==> config.mk <==
export PLATFORM = sky130hd
export DESIGN_NAME = pwm_ramp_ctrl
export DESIGN_NICKNAME = d
export VERILOG_FILES = /design/src/rtl/pwm_ramp_ctrl.sv
export SDC_FILE = /design/constraint.sdc
export NUM_CORES = 1
export LEC_CHECK = 0
export BUFFER_PORTS_ARGS = -buffer_cell sky130_fd_sc_hd__buf_2
export CAP_MARGIN = 20
export CORE_MARGIN = 4
export CORE_UTILIZATION = 54
export CTS_CLUSTER_DIAMETER = 30
export DETAILED_ROUTE_END_ITERATION = 10
export PLACE_DENSITY = 0.88
export REMOVE_ABC_BUFFERS = 1
export SETUP_SLACK_MARGIN = 0.2
export SYNTH_ARGS = -nofsm -noshare
export SYNTH_HDL_FRONTEND = slang
export SYNTH_SLANG_ARGS = --single-unit
==> constraint.sdc <==
create_clock -name clk -period 3.5 [get_ports clk]
set_input_delay 0.7 -clock clk [delete_from_list [all_inputs] [get_ports clk]]
set_output_delay 0.7 -clock clk [all_outputs]
set_load 0.02 [all_outputs]
==> src/rtl/pwm_ramp_ctrl.sv <==
// pwm_ramp_ctrl
//   Ramps a PWM duty value from its current level toward a target in fixed
//   steps, one step every (rate+1) PWM periods, then holds the final value.
//   A free-running phase counter mirrors the PWM's internal counter so that
//   duty updates land exactly on PWM period boundaries.
//
// Parameters
//   R : duty / PWM counter width (PWM period = 2^R clk cycles)
//   P : rate prescaler width
//
// Ports
//   clk     : clock, all state updates on the rising edge
//   reset_n : synchronous active-low reset
//   start   : one-cycle request to begin a ramp (ignored while ramping)
//   abort   : one-cycle request to stop and return to idle (beats start)
//   target  : final duty value, sampled on accepted start
//   step    : duty change per update (0 treated as 1), sampled on accepted start
//   rate    : PWM periods per update minus 1, sampled on accepted start
//   duty    : registered duty value to the PWM
//   pwm_en  : registered PWM enable
//   busy    : high while ramping
//   done    : one-cycle pulse on the first cycle of HOLD
module pwm_ramp_ctrl #(
  parameter int unsigned R = 8,
  parameter int unsigned P = 16
) (
  input  logic         clk,
  input  logic         reset_n,
  input  logic         start,
  input  logic         abort,
  input  logic [R-1:0] target,
  input  logic [R-1:0] step,
  input  logic [P-1:0] rate,
  output logic [R-1:0] duty,
  output logic         pwm_en,
  output logic         busy,
  output logic         done
);

  localparam logic [1:0] S_IDLE = 2'd0;
  localparam logic [1:0] S_RAMP = 2'd1;
  localparam logic [1:0] S_HOLD = 2'd2;

  logic [1:0]   state;
  logic [R-1:0] phase;
  logic [R-1:0] tgt;
  logic [R-1:0] stp;
  logic [P-1:0] rt;
  logic [P-1:0] presc;

  logic         period_end;
  logic         start_ok;
  logic [R:0]   sum;
  logic [R:0]   diff;
  logic [R-1:0] next_duty;

  assign period_end = pwm_en && (phase == '1);
  assign start_ok   = start && (state != S_RAMP);

  // Step computed one bit wider so carry/borrow reveals overshoot; the result
  // is clamped to the target so the ramp never passes it or wraps.
  always_comb begin
    sum       = {1'b0, duty} + {1'b0, stp};
    diff      = {1'b0, duty} - {1'b0, stp};
    next_duty = duty;
    if (tgt > duty) begin
      next_duty = (sum >= {1'b0, tgt}) ? tgt : sum[R-1:0];
    end else begin
      next_duty = (diff[R] || (diff[R-1:0] <= tgt)) ? tgt : diff[R-1:0];
    end
  end

  always_ff @(posedge clk) begin
    if (!reset_n) begin
      state  <= S_IDLE;
      duty   <= '0;
      pwm_en <= 1'b0;
      busy   <= 1'b0;
      done   <= 1'b0;
      phase  <= '0;
      presc  <= '0;
      tgt    <= '0;
      stp    <= '0;
      rt     <= '0;
    end else begin
      done <= 1'b0;

      // Phase tracks the PWM counter; it is never cleared outside reset so
      // a new ramp stays aligned with the running PWM period.
      if (pwm_en) begin
        phase <= phase + R'(1);
      end

      if (abort) begin
        state  <= S_IDLE;
        duty   <= '0;
        pwm_en <= 1'b0;
        busy   <= 1'b0;
        presc  <= '0;
      end else if (start_ok) begin
        tgt    <= target;
        stp    <= (step == '0) ? R'(1) : step;
        rt     <= rate;
        presc  <= '0;
        pwm_en <= 1'b1;
        if (target == duty) begin
          state <= S_HOLD;
          busy  <= 1'b0;
          done  <= 1'b1;
        end else begin
          state <= S_RAMP;
          busy  <= 1'b1;
        end
      end else if ((state == S_RAMP) && period_end) begin
        if (presc != rt) begin
          presc <= presc + P'(1);
        end else begin
          presc <= '0;
          duty  <= next_duty;
          if (next_duty == tgt) begin
            state <= S_HOLD;
            busy  <= 1'b0;
            done  <= 1'b1;
          end
        end
      end
    end
  end

endmodule

Word-level counts from Yosys, hierarchy flattened
Index checks and enable logic that the tools add are counted.

Bitwise operators: 4. Add/subtract/negate cells: 4. $lt $le $gt $ge: 3. Reductions and logical operators: 12. Muxes and demuxes: 20. Eq/ne operators: 7.

Operator list (number): two-way mux 8 bit (4); adder 16 x 1 -> 16 bit, second input constant (1); == test 8 bit (2); two-way mux 16 bit (1); inequality test 16 bit (1); two-way mux 1 bit (10); two-way mux 2 bit (5); adder 8 x 8 -> 9 bit (1); greater-or-equal comparator 9 x 8 -> 1 bit (1); subtractor 8 x 8 -> 9 bit (1); adder 8 x 1 -> 8 bit, second input constant (1); == test 8 bit, second input constant (1); greater-than comparator 8 bit (1); less-or-equal comparator 8 bit (1); logical NOT 8 bit (1); AND reduction 3 bit (2); inverter 1 bit (4); nonzero test 2 bit (2); logical AND 1 bit (3); OR reduction 3 bit (1); == test 2 x 1 -> 1 bit, second input constant (1); inequality test 2 x 1 -> 1 bit, second input constant (1); inequality test 2 bit, second input constant (1); AND reduction 2 bit (1); 2 further kinds (2).

Bits in registers: 69. Word-level logic and storage cells: 60.

Logic depth before layout (Yosys ltp)
Gate-level depths: netlist of the first run.

Depth in word-level cells: 10. Mapped depth: 18. Gate-level depth less buffers: 16.

Worst setup path before layout of the first run
No wires, ideal clock.

Path kind: register -> register. Start: register duty[0]. End: register state[1]. Arrival time: 3.796 ns. Library setup time: 0.127 ns. Stages on the path, launching flop included: 18. Setup slack: -0.424 ns. Data required time: 3.373 ns. Path buffers: 1. Path through: dfxtp_1 ha_1 fa_1 nor2b_4 o311ai_4 nand2_2 xnor2_1 inv_1 ha_1 a21oi_2 nand2_2 a2111oi_4 o21ai_2 or3_1 buf_2 o221a_1 o2111ai_2 a31oi_1.

Cells in the longest elaborated chain, start to end: 8. Elaborated cells between the ends (all ways): 15.

RTL lines: start, declared (RTL line 34) `output logic [R-1:0] duty,`; start signal, assigned (RTL line 119) `duty <= next_duty;`; subtractor 8 x 8 -> 9 bit (RTL line 64) `diff = {1'b0, duty} - {1'b0, stp};`; less-or-equal comparator 8 bit (RTL line 69) `next_duty = (diff[R] || (diff[R-1:0] <= tgt)) ? tgt : diff[R-1:0];`; logical OR 1 bit (RTL line 69); two-way mux 8 bit (RTL line 69); two-way mux 8 bit (RTL line 66) `if (tgt > duty) begin`; == test 8 bit (RTL line 120) `if (next_duty == tgt) begin`; nonzero test 2 bit (no source line); AND reduction 3 bit (no source line); end signal, assigned (RTL line 75) `state <= S_IDLE;`; end signal, assigned (RTL line 111) `state <= S_RAMP;`; end signal, assigned (RTL line 121) `state <= S_HOLD;`; end, declared (RTL line 44) `logic [1:0] state;`.

Several ways; a longest one is shown, not always the timed one. A chain may end at the register's enable or synchronous reset.

Final worst setup path of the first run
Start: register stp[4]. End: register state[1].

Cells in the longest elaborated chain, start to end: 8. Elaborated cells between the ends (all ways): 11.

RTL lines: start, declared (RTL line 47) `logic [R-1:0] stp;`; start signal, assigned (RTL line 102) `stp <= (step == '0) ? R'(1) : step;`; subtractor 8 x 8 -> 9 bit (RTL line 64); less-or-equal comparator 8 bit (RTL line 69); logical OR 1 bit (RTL line 69); two-way mux 8 bit (RTL line 69); two-way mux 8 bit * (RTL line 66); == test 8 bit * (RTL line 120); nonzero test 2 bit (no source line) *; AND reduction 3 bit (no source line) *.

Mark *: on every way between the ends. The rest lies on a longest branch, timed or not.

==> reports/qor.yml, run 1 <==
floorplan:
  fp.dieW_um: 102
  core_area_mm2: 0.00868
  pin_count: 47
  start_util_pct: 55.2
  die_h_um: 102
  rows: 34
  dieArea_mm2: 0.0104
synthesis:
  synthTopCellsByCount: "nand2_1 (86), dfxtp_1 (68), ha_1 (42)"
  syn_area_mm2: 0.00479
  syn_inst: 572
  synth_area_leader_cell: "dfxtp_1"
  synth-edff-count: 0
  yosysMostFrequentCell: "nand2_1"
  ys_async_sr_fraction_pct: 0
  yosys_warnings: 0
  yosysTopAreaCellShare_pct: 28.4
  ys_types: 71
  avgSynthCellArea_um2: 8.37
  yosysSeqAreaShare_pct: 28.4
  synthTopCellsByArea: "dfxtp_1 (28%), ha_1 (11%), nand2_1 (6.7%), xnor2_1 (5.1%), xor2_1 (5.1%)"
  ys_ff_latch: 68
  synth_flop_cell: "dfxtp_1"
sta:
  finalHoldViolCount: 0
  rsz0062_at_grt: "true"
  fin_crit_sh_pct: 105
  worst_slew_pin_slew_ns: 0.718
  finClkSkew_ns: 0.0124
  max_freq_mhz: 273
  setup_viol: 8
  drv_slew: 0
  period_minus_slack_ns: 3.66
  relSlewSlack_pct: 51.7
  fin_setup_tns_ns: -0.772
  setup_ws_ns: -0.163
global_routing:
  antenna_found_initial: 0
  grtUsageTotal_pct: 25.7
  grt_pass1_vias: 4531
  grt_pass1_wl_um: 21200
  grt-ovfl-total: 0
  grt_max_degree: 41
critical_path:
  path_cells: "inv_1 > ha_4 > a21o_1 > buf_4 > a221oi_2 > buf_4 > buf_4 > buf_4 > buf_6 > buf_4 > buf_4 > buf_4 > buf_4 > buf_4 > a21oi_2 > o31ai_2 > buf_4 > or2b_4 > o221a_1 > o2111ai_2 > a31oi_1"
  cp_slowest_cell: "dfxtp_1"
  r2r_cells: 21
  start_kind: "flop"
  cpMostUsedCell: "buf_4"
  cp_data_arrival_time_ns: 3.90
  r2r_start: "stp[4]$_SDFFE_PN0P_"
  required_ns: 3.73
  reg2reg_to: "state[1]$_SDFFE_PP0P_"
  r2r_slack_ns: -0.16
  endpoint_kind: "flop"
  critPathMaxFanout: 5
  path_delay_family: "buffers and inverters"
  cp_num_buf_inv: 12
  cpPeakStageDelay_ns: 0.36
  critPathKind: "flop to flop"
hold_path:
  min_path_type: "flop to flop"
  min_from: "rt[11]$_SDFFE_PN0P_"
  min_to: "rt[11]$_SDFFE_PN0P_"
  min_path_cells: 2
layout:
  area_delta_synth_final_pct: 27.9
  final_nets: 769
  drive_above_1_share_pct: 30.0
  fin_cells: 802
  antennaDiodeCount: 0
power:
  comb_power_share_pct: 29.6
  power_frac_seq_pct: 38.2
  ir_drop_mv: 0.357
  p_sw_share_pct: 31.2
  p_per_area_mw_per_mm2: 348
  power.internal_uw: 1470
  p_leak_uw: 0.00257
  power.switching_uw: 664
  power.share.clock_pct: 32.2
clock_tree:
  cts_sinks: 68
  cts_tree: "built"
  clk_path_buf_depth: 2
  h-tree-depth: 3
  cts-root-buf: "clkbuf_8"
  clk_pin_slew_worst_paths_ns: 0.08
  cts_inserted_buffers: 9
  clock_latency_ns: 0.35
  hold_buffers: 0
drt:
  drtIter0Drc: 259
  ant_nets: 0
  route.detailed.drc: 0
  vias_per_cell: 5.72
  vias: 4584
  firstDrtPassIters: 5
  wirelength_um: 13400
  wl_per_cell_um: 16.7
place:
  gp_congestion: 0.927
  dp_cells: 767
  place_hpwl_um: 10000
  numPortBuffers: 46
job:
  maxCapViolCount: 0
outcome:
  failed_checks: "negative setup slack"
  status: "finished with violations"
==> placed cells by master (no fill, tap or decap), drive strengths merged, types with 5 or more instances in the layout <==
| cell | instances |
|---|---|
| xnor2 | 29 |
| nor3 | 8 |
| nand2 | 88 |
| a21oi | 38 |
| clkbuf | 10 |
| nor4 | 10 |
| o21ai | 16 |
| and2 | 10 |
| or3 | 8 |
| buf | 130 |
| dfxtp | 68 |
| inv | 35 |
| mux2i | 5 |
| nand2b | 5 |
| nor2 | 27 |
| and3 | 5 |
| ha | 42 |
| nand4 | 15 |
| nor2b | 7 |
| nand3 | 11 |
| o211ai | 11 |
| xor2 | 28 |
| a21boi | 32 |
==> how the worst max path moves through the flow <==
| stage | slack (ns) | endpoint | cells past startpoint | startpoint |
|---|---|---|---|---|
| floorplan | -0.41 | state[1]$_SDFFE_PP0P_ | 16 | duty[0]$_SDFFE_PP0P_ |
| global placement | -0.25 | state[1]$_SDFFE_PP0P_ | 17 | duty[0]$_SDFFE_PP0P_ |
| detailed placement | -0.32 | duty[3]$_SDFFE_PP0P_ | 17 | duty[0]$_SDFFE_PP0P_ |
| CTS | -0.15 | state[1]$_SDFFE_PP0P_ | 16 | duty[0]$_SDFFE_PP0P_ |
| global route | -0.29 | state[1]$_SDFFE_PP0P_ | 18 | duty[0]$_SDFFE_PP0P_ |
| finish | -0.16 | state[1]$_SDFFE_PP0P_ | 21 | stp[4]$_SDFFE_PN0P_ |
==> state kept, by name (all words and copies together) (netlist names) <==
name / flops
state: 2
tgt: 8
done: 1
pwm_en: 1
duty: 8
stp: 8
phase: 8
rt: 16
presc: 16
==> area by class of cell <==
class | count | area (um2)
clock inverters | 6 | 71.3
flip-flops and latches | 68 | 1370
well taps | 108 | 135
clock buffers | 10 | 138
fillers | 665 | 2560
repair buffers | 130 | 876
inverters | 33 | 126
multi-input cells | 447 | 3410
==> worst min-delay path, delay by kind of cell, from the launching register on <==
kind	cells	cell delay, ns
compound gates	1	0.06
simple gates	1	0.05
flops	1	0.32
==> per-layer routing <==
metal	share of wire [%]	up-vias	global-route usage, %
met4	3.4	0	11.4
met5	0	-	0
met3	5.1	32	3.21
li1	-	2240	-
met1	40	2172	31.3
met2	51	140	45.2
==> logic make-up after synthesis <==
| logic type | share of synthesized area [%] |
|---|---|
| AND/OR/NAND/NOR | 22.1 |
| AO/OA/AOI/OAI | 20.1 |
| flip-flops | 28.4 |
| adder cells (fa/ha/maj) | 11.8 |
| multiplexers | 1.05 |
| buffers and inverters | 4.99 |
| XOR/XNOR | 11.5 |
==> power groups by stage <==
stage	clock [uW]	sequential, uW	combinational, uW
after floorplan	0	827	301
after global placement	0	830	497
after detailed placement	0	831	506
after CTS	692	813	560
after global routing	727	815	682
final	686	813	630
==> per-stage QoR <==
stage          instance area (um2)  setup slack, ns  util (%)  hold WS [ns]  total power, uW
6_report                      6120           -0.163      70.5         0.479             2130
5_1_grt                       6120           -0.293      70.5         0.500             2220
4_1_cts                       5900           -0.150      68.0         0.479             2070
3_5_place_dp                  5530           -0.321      63.7         0.469             1340
3_3_place_gp                  5530           -0.250      63.7         0.462             1330
2_1_floorplan                 4670           -0.412         -         0.455             1130
==> what timing repair did <==
action                                  4_1_cts  5_1_grt
gates resized for setup                      18       37
buffers inserted                             13        6
endpoints found under the setup margin       11       11
pin swaps                                    18       37
No activity file was read; power rests on OpenSTA's default activity.
==> run 2, diff against run 1 <==
--- a/config.mk
+++ b/config.mk
@@ -5,6 +5,7 @@
 export SDC_FILE = /design/constraint.sdc
 export NUM_CORES = 1
 export LEC_CHECK = 0
+export ABC_AREA = 1
 export BUFFER_PORTS_ARGS = -buffer_cell sky130_fd_sc_hd__buf_2
 export CAP_MARGIN = 20
 export CORE_MARGIN = 4
==> run 2 against run 1 <==
Net effect:
- the flow now finishes without violations
- global-route usage grew 0.74 points
- routed wire length grew 9.7%
- area after synthesis grew 0.44%
- worst setup slack gained 0.32 ns
- first-iteration DRC count grew 35%
- clock-buffer cell count shrank 1
- highest routed layer unchanged
- critical path type unchanged
- total power grew 9.9%
- largest power group unchanged
==> reports/qor.yml, run 2 <==
floorplan:
  fp.dieW_um: 102  # +0.21%
  rows: 34  # unchanged
  dieArea_mm2: 0.0105  # +0.41%
  pin_count: 47  # unchanged
  start_util_pct: 55.4  # +0.25 points
  die_h_um: 102  # +0.21%
  core_area_mm2: 0.00868  # unchanged
power:
  p_per_area_mw_per_mm2: 383  # +10%
  power.share.clock_pct: 29.6  # -2.6 points
  power.switching_uw: 863  # +30%
  power.internal_uw: 1480  # +0.75%
  p_sw_share_pct: 36.9  # +5.7 points
  ir_drop_mv: 0.266  # -25%
  p_leak_uw: 0.00290  # +13%
  comb_power_share_pct: 35.1  # +5.5 points
  power_uw: 2340  # +9.9%
  power_frac_seq_pct: 35.3  # -2.9 points
synthesis:
  synth_area_leader_cell: "dfxtp_1"
  yosys_warnings: 0  # unchanged
  synth_flop_cell: "dfxtp_1"
  synthTopCellsByCount: "nand2_1 (149), inv_1 (106), a21oi_1 (68), dfxtp_1 (68), nor2_1 (58)"
  ys_ff_latch: 68  # unchanged
  yosysMostFrequentCell: "nand2_1"
  ys_types: 39  # -45%
  syn_area_mm2: 0.00481  # +0.44%
  synth-edff-count: 0  # unchanged
  synthTopCellsByArea: "dfxtp_1 (28%), nand2_1 (12%), ha_1 (11%), inv_1 (8.3%), a21oi_1 (7.1%)"
  yosysTopAreaCellShare_pct: 28.3  # -0.13 points
  ys_async_sr_fraction_pct: 0  # unchanged
  syn_inst: 715  # +25%
  yosysSeqAreaShare_pct: 28.3  # -0.13 points
  avgSynthCellArea_um2: 6.73  # -20%
sta:
  whs_ns: 0.459  # -0.0200 ns
  fin_setup_tns_ns: 0  # +0.772 ns
  finalHoldViolCount: 0  # unchanged
  rsz0062_at_grt: "true"
  drv_slew: 0  # unchanged
  max_freq_mhz: 300  # +9.7%
  relSlewSlack_pct: 31.3  # -20 points
  fin_crit_sh_pct: 95.4  # -9.3 points
  worst_slew_pin_slew_ns: 1.03  # +0.313 ns
  finClkSkew_ns: 0.0149  # +0.00252 ns
  setup_viol: 0  # -8
  period_minus_slack_ns: 3.34  # -0.324 ns
outcome:
  status: "completed"
clock_tree:
  cts_tree: "built"
  clk_pin_slew_worst_paths_ns: 0.09  # about the same
  clk_path_buf_depth: 2  # unchanged
  cts_sinks: 68  # unchanged
  h-tree-depth: 3  # unchanged
  cts_inserted_buffers: 9  # unchanged
  cts-root-buf: "clkbuf_8"
  clock_latency_ns: 0.36  # about the same
critical_path:
  endpoint_kind: "flop"
  required_ns: 3.80  # +0.07 ns
  cp_data_arrival_time_ns: 3.64  # -0.26 ns
  start_kind: "flop"
  critPathMaxFanout: 8  # +3
  critPathKind: "flop to flop"
drt:
  vias: 5126  # +12%
  ant_nets: 0  # unchanged
  vias_per_cell: 5.65  # -1.1%
  wirelength_um: 14700  # +9.7%
  route.detailed.drc: 0  # unchanged
  drtIter0Drc: 350  # +35%
  wl_per_cell_um: 16.2  # -3.0%
  firstDrtPassIters: 7  # +2
place:
  numPortBuffers: 46  # unchanged
  place_hpwl_um: 10500  # +4.5%
  gp_congestion: 1.02  # +9.7%
  placed_cell_area_mm2: 0.00522  # -5.7%
layout:
  layout_commonest_cell: "nand2_1"
  area_delta_synth_final_pct: 27.1
  fin_area_mm2: 0.00611  # -0.14%
  final_nets: 874  # +14%
  final_cell_mix: "nand2_1 (120), inv_1 (97), a21oi_1 (64)"
  reg_top3: "presc (16), rt (16)"
  drive_above_1_share_pct: 28.3  # -1.7 points
  antennaDiodeCount: 0  # unchanged
global_routing:
  antenna_found_initial: 0  # unchanged
  grt_pass1_wl_um: 21900  # +3.5%
  grt_max_degree: 65  # +59%
  grtUsageTotal_pct: 26.4  # +0.74 points
  grt-ovfl-total: 0  # unchanged
  grt_pass1_vias: 4675  # +3.2%
job:
  maxCapViolCount: 0  # unchanged
hold_path:
  min_path_type: "flop to flop"
-- run 2: cell count changes in the layout (fill, tap and decap cells not counted), sizes merged, moves of 35 or more --
cell	delta
buf	-44
inv	+79
nand2	+66
nand3	+46
nor2	+35
-- run 2: cell families (layout without fill, tap and decap cells) --
kind of cell,Yosys count,count (layout),synth area share [%]
compound gates,128,128,14.0
xor+xnor,22,22,4.01
fa+ha+maj,44,44,11.8
buf+inv,129,212,10.4
flops,68,68,28.3
simple gates,324,325,31.5
-- run 2: layer usage --
metal  global-route usage [%]  up-vias  wire (um)
met5                        0        -          0
met2                     46.4      205       7260
met3                     4.23       53        827
met4                     9.08        0        507
li1                         -     2502          -
met1                     32.8     2366       6100
-- run 2: layout make-up --
| cell class | count | area (um2) |
|---|---|---|
| Clock buffer | 9 | 124 |
| Clock inverter | 7 | 80.1 |
| Fill cell | 690 | 2560 |
| Inverter | 110 | 423 |
| Multi-Input combinational cell | 519 | 3430 |
| Sequential cell | 68 | 1380 |
| Tap cell | 108 | 135 |
| Timing Repair Buffer | 86 | 543 |
-- run 2: worst max-delay path, cell delays in order (launching register included) --
cell and delay [ns]:
dfxtp_4 0.38, ha_4 0.17, fa_2 0.41, nand3_2 0.11
nand2_4 0.07, nand2_2 0.08, nand2_2 0.06, nand2_1 0.08
nand2_2 0.08, ha_4 0.28, nand4_1 0.12, nor2_1 0.12
nor2_1 0.05, nand2_1 0.12, nand2_4 0.11, buf_4 0.15
nand4_1 0.06, nand3_1 0.13, nand3_1 0.11, nand4_1 0.14
nor2_1 0.13, nand2_1 0.07, nand2_2 0.08, nand3_2 0.07
nand2_1 0.08
-- run 2: path summary, 6_finish.rpt --
check | startpoint | to | slack [ns] | depth (start not counted)
min reg2reg | rt[4]$_SDFFE_PN0P_ | rt[4]$_SDFFE_PN0P_ | 0.46 | 2
max reg2reg | duty[0]$_SDFFE_PP0P_ | state[1]$_SDFFE_PP0P_ | 0.16 | 24
max | duty[0]$_SDFFE_PP0P_ | state[1]$_SDFFE_PP0P_ | 0.16 | 24
min | rt[4]$_SDFFE_PN0P_ | rt[4]$_SDFFE_PN0P_ | 0.46 | 2
-- run 2: per-stage QoR --
step,std cells,util (%),setup slack (ns)
after floorplan,696,-,0.279
after global placement,867,60.1,0.0166
after detailed placement,867,60.1,-0.0431
after CTS,887,64.2,0.201
after global routing,907,70.4,-0.0302
final,907,70.4,0.161
-- run 2: power groups by stage --
stage / logic [uW] / clock network, uW / registers [uW]
global route: 905 / 734 / 828
floorplan: 410 / 0 / 838
finish: 822 / 692 / 825
CTS: 630 / 696 / 824
global placement: 574 / 0 / 841
detailed placement: 585 / 0 / 842
-- run 2: what timing repair did --
item                                    in CTS  in global routing
buffers inserted                             3                 20
resized for setup                           26                 92
hold buffers                                 0                  0
gates cloned                                 1                  0
endpoints found under the setup margin       3                  8
pin swaps                                    5                 44
